File: config.mk
export PLATFORM = sky130hd
export DESIGN_NAME = cv32e40p_clock_gate_ctrl
export DESIGN_NICKNAME = d
export VERILOG_FILES = /design/src/rtl/cv32e40p_clock_gate_ctrl.sv
export SDC_FILE = /design/constraint.sdc
export NUM_CORES = 1
export LEC_CHECK = 0
export BUFFER_PORTS_ARGS = -buffer_cell sky130_fd_sc_hd__clkbuf_2
export CORE_MARGIN = 2
export CORE_UTILIZATION = 45
export CTS_BUF_LIST = sky130_fd_sc_hd__clkbuf_2 sky130_fd_sc_hd__clkbuf_4 sky130_fd_sc_hd__clkbuf_8
export DETAILED_ROUTE_END_ITERATION = 10
export PLACE_DENSITY = 0.67
export SYNTH_ARGS = -nofsm -noshare
export SYNTH_HDL_FRONTEND = slang
export SYNTH_SLANG_ARGS = --single-unit
File: constraint.sdc
create_clock -name clk_i -period 2.11 [get_ports clk_i]
set_clock_uncertainty 0.2 [all_clocks]
set_input_delay 0.422 -clock clk_i [delete_from_list [all_inputs] [get_ports clk_i]]
set_output_delay 0.422 -clock clk_i [all_outputs]
set_load 0.05 [all_outputs]
File: src/rtl/cv32e40p_clock_gate_ctrl.sv
// Multi-channel automatic clock-gating controller.
// Each channel runs an idle-timeout FSM (RUN/OFF/WAKE) and drives one gated
// clock through a latch+AND cell. Auto-gating happens after IDLE_CYCLES
// consecutive idle samples, and the channel wakes on busy_i.
// Ports:
//   clk_i       free-running root clock
//   rst_ni      asynchronous active-low reset
//   test_en_i   scan/test mode, forces every clk_o[i] to follow clk_i
//   busy_i      per-channel activity/request
//   force_on_i  per-channel override, holds the channel in RUN
//   clk_o       gated clocks
//   ready_o     channel in RUN
//   gated_o     channel in OFF
//   idle_cnt_o  per-channel counter, CNT_W bits per channel
module cv32e40p_clock_gate_ctrl #(
  parameter int unsigned NUM_CH      = 4,
  parameter int unsigned IDLE_CYCLES = 16,
  parameter int unsigned WAKE_CYCLES = 2,
  parameter bit          RESET_ON    = 1'b1,
  localparam int unsigned CNT_MAX    = (IDLE_CYCLES > WAKE_CYCLES) ? IDLE_CYCLES : WAKE_CYCLES,
  localparam int unsigned CNT_W      = ($clog2(CNT_MAX + 1) < 1) ? 1 : $clog2(CNT_MAX + 1)
) (
  input  logic                    clk_i,
  input  logic                    rst_ni,
  input  logic                    test_en_i,
  input  logic [NUM_CH-1:0]       busy_i,
  input  logic [NUM_CH-1:0]       force_on_i,
  output logic [NUM_CH-1:0]       clk_o,
  output logic [NUM_CH-1:0]       ready_o,
  output logic [NUM_CH-1:0]       gated_o,
  output logic [NUM_CH*CNT_W-1:0] idle_cnt_o
);

  // State encoding chosen so ready_o/gated_o are single register bits.
  localparam logic [1:0] S_WAKE = 2'b00;
  localparam logic [1:0] S_RUN  = 2'b01;
  localparam logic [1:0] S_OFF  = 2'b10;
  localparam logic [1:0] S_RST  = RESET_ON ? S_RUN : S_OFF;

  localparam int unsigned IDLE_LAST = (IDLE_CYCLES == 0) ? 0 : IDLE_CYCLES - 1;
  localparam int unsigned WAKE_LAST = (WAKE_CYCLES == 0) ? 0 : WAKE_CYCLES - 1;

  for (genvar g = 0; g < NUM_CH; g++) begin : g_ch
    logic [1:0]       r_state;
    logic [1:0]       w_state_nxt;
    logic [CNT_W-1:0] r_cnt;
    logic [CNT_W-1:0] w_cnt_nxt;
    logic             w_en;
    logic             r_latch;

    // State and counter registers.
    always_ff @(posedge clk_i or negedge rst_ni) begin
      if (!rst_ni) begin
        r_state <= S_RST;
        r_cnt   <= '0;
      end else begin
        r_state <= w_state_nxt;
        r_cnt   <= w_cnt_nxt;
      end
    end

    // Next-state logic; force_on overrides everything.
    always_comb begin
      w_state_nxt = r_state;
      w_cnt_nxt   = r_cnt;
      if (force_on_i[g]) begin
        w_state_nxt = S_RUN;
        w_cnt_nxt   = '0;
      end else begin
        case (r_state)
          S_RUN: begin
            if (IDLE_CYCLES == 0 || busy_i[g]) begin
              w_cnt_nxt = '0;
            end else if (r_cnt == CNT_W'(IDLE_LAST)) begin
              w_state_nxt = S_OFF;
              w_cnt_nxt   = '0;
            end else begin
              w_cnt_nxt = r_cnt + CNT_W'(1);
            end
          end
          S_OFF: begin
            if (busy_i[g]) begin
              w_state_nxt = S_WAKE;
              w_cnt_nxt   = '0;
            end
          end
          S_WAKE: begin
            // busy_i is deliberately ignored: a started wake always completes.
            if (r_cnt == CNT_W'(WAKE_LAST)) begin
              w_state_nxt = S_RUN;
              w_cnt_nxt   = '0;
            end else begin
              w_cnt_nxt = r_cnt + CNT_W'(1);
            end
          end
          default: begin
            w_state_nxt = S_RST;
            w_cnt_nxt   = '0;
          end
        endcase
      end
    end

    assign w_en = (r_state != S_OFF) | force_on_i[g];

    // Gate latch only opens in the low phase, so reset can never truncate or
    // create a high pulse; during reset it loads the reset-state enable.
    always_latch begin
      if (!clk_i) begin
        r_latch <= rst_ni ? (w_en | test_en_i) : (RESET_ON | test_en_i);
      end
    end

    assign clk_o[g]                  = clk_i & r_latch;
    assign ready_o[g]                = r_state[0];
    assign gated_o[g]                = r_state[1];
    assign idle_cnt_o[g*CNT_W +: CNT_W] = r_cnt;
  end

endmodule

==> metrics.txt <==
status=finished with violations; failing checks=setup timing; Slew Limit Fails=0; initial antenna violation count=0; share of cells above drive strength 1=about two fifths; GRT overflow=0; met3 global-route usage=under 10%; delay-heaviest family, CP=latches; Setup TNS Final=-2.60 ns; Crit path depth=2; ys flop type=dfrtp_1; IO Pins=43; Hold Path Class=input port to flop; hold path depth=2; 1st-pass router iterations=4; DR DRC count=0; GPL Wtd Cong=0.811; CP Data Required Time=1.49 ns; Placed Instance Area=~2600 um2; Core Area=4630 um2; GRT met1 Usage=23.9%; slowest cell on the critical path=dlxtn_2; final hold violations=0; relative max-transition margin=roughly two thirds; CP endpoint kind=primary output; Max rail drop VDD=slightly above 0.5 mV; routed len/inst=approximately 13 um; crit-path max FO=1; Die Y=72.8 um; antenna viol nets, final=0; Cell Rows=25; leak pwr=about 1.4 nW; Worst Setup Slack, final=-0.657 ns; Syn Area/Cell=about 9.3 um2; ANT cells=0; RSZ-0062 raised after global routing=yes; final setup vio count=8; syn_nets=around 270; critical path launch point type=latch; crit-path max cell delay=0.39 ns; die width=72.8 um; Layout Nets=348; Buffers on Ports=42; Post-DP HPWL=about 3400 um; Worst R2R Path Depth=3; crit path buf inv count=1; total wire length=4630 um; Synth Warn #=0; P per Cell Area=between 800 and 900 nW/um2; Syn-to-layout area delta=38.5%; Tightest Pin Transition=about 0.52 ns; met2 global-route usage=approximately 29%; CTS tree=yes; initial drt markers=58; number of library cell types mapped by synthesis=32; synthesized instance count=229; most common cell after layout, fill and taps aside=clkbuf_2; Via density=approximately 5.3; grt peak-use layer=met2; Clock Latency Late Sink=approximately 0.38 ns; Tot GR Track Use=between 10% and 20%; synthesized area=~2100 um2; synthesized flop and latch total=32; worst reg-to-reg setup slack=0 ns; worst-case hold slack=0.112 ns; largest net degree at the start of global routing=29; first-pass GRT wire length=7730 um; number of max-cap violations=0; crit path DAT=approximately 2.2 ns; Post-synth EDFFs=0; vias in the first global route=~1800; post-route cell area=2950 um2; Via Count=between 1500 and 2000; DIE AREA=5300 um2; clock-pin transition on the worst setup and hold timing paths=~0.070 ns; Crit Path Category=latch to primary output; crit-path cells=and2_4, clkbuf_16; Post-synth ARST share=87.5%; Initial Util=46.1%; commonest cells after routing, fill and taps aside=clkbuf_2 (38), ha_1 (27), inv_1 (26)
## synthesized netlist by cell type (4+ instances only)
cell | instances | share of area [%]
nand2_1 | 19 | 3.3
nor2_1 | 10 | 1.8
o21ai_0 | 7 | 1.6
a21oi_1 | 12 | 2.8
nor3b_1 | 5 | 1.8
dfrtp_1 | 24 | 28
and2_1 | 4 | 1.2
nor3_1 | 13 | 3.1
dlxtn_1 | 4 | 2.8
nand2b_1 | 5 | 1.5
inv_1 | 29 | 5.1
a21o_1 | 6 | 2.1
ha_1 | 31 | 18
dfstp_2 | 4 | 4.9
o31ai_1 | 4 | 1.4
a31oi_1 | 9 | 2.6
nor4b_1 | 4 | 1.6
nand3_1 | 12 | 2.8
nor2b_1 | 4 | 1.2
## cells by family after synthesis
kind of cell / count (synthesis) / synth area share, %
buffers and inverters: 31 / 5.46
flip-flops: 28 / 33.1
AND/OR/NAND/NOR: 86 / 22.8
AO/OA/AOI/OAI: 46 / 16.2
latches: 4 / 2.82
adder cells (fa/ha/maj): 31 / 18.2
multiplexers: 3 / 1.41
## registers in the layout, summed over array words and instances (netlist names)
register      count
g_ch.r_latch      4
g_ch.r_state      8
g_ch.r_cnt       20
## layout make-up
type / instances / area, um2
inverter: 29 / 109
sequential: 32 / 779
tap: 54 / 67.6
clock buffer: 14 / 231
clock inverter: 2 / 7.51
fill: 385 / 1680
timing repair buffer: 64 / 388
multi-input combinational: 166 / 1370
## per-layer routing
layer	routed length (um)	vias to the layer above	share of wire, %
met5	0	-	0
met1	2150	908	46
met2	2220	34	48
met4	77	0	1.7
met3	178	10	3.8
li1	-	965	-
## what timing repair did
item | 4_1_cts | 5_1_grt
setup endpoints to repair | 9 | 21
buffers inserted | 0 | 3
hold buffers | 1 | 0
pin swaps | 1 | 6
resized for setup | 12 | 20
endpoints found under the hold margin | 24 | 0
## final timing paths
path,from,to
setup / recovery,g_ch[1].r_latch,clk_o[1]
setup reg to reg,g_ch[3].r_state[0],g_ch[3].r_latch
hold reg to reg,g_ch[0].r_state[0],g_ch[0].r_state[0]
hold / removal,force_on_i[1],g_ch[1].r_state[1]
max in group asynchronous,rst_ni,g_ch[3].r_state[0]
min in group asynchronous,rst_ni,g_ch[2].r_state[1]
## per-stage QoR
stage | instances | power [mW] | util, % | worst slack [ns]
finish | 361 | 2.57 | 63.8 | -0.657
global route | 361 | 2.70 | 63.8 | -0.688
CTS | 358 | 2.58 | 61.2 | -0.670
detailed placement | 345 | 1.54 | 56.2 | -0.318
global placement | 345 | 1.54 | 56.2 | -0.311
floorplan | 229 | 1.37 | - | -0.156
## worst register-to-register path, cell delays in order (launching register included)
cell	delay, ns
dfstp_2	0.54
inv_2	0.04
ha_1	0.24
nand3_1	0.10
## power breakdown
group | internal, mW | total [mW] | switching (mW)
sequential | 0.624 | 0.655 | 0.0311
clock | 0.840 | 1.48 | 0.645
combinational | 0.166 | 0.434 | 0.267
total | 1.63 | 2.57 | 0.943
Power figures use the tool's default switching activity.
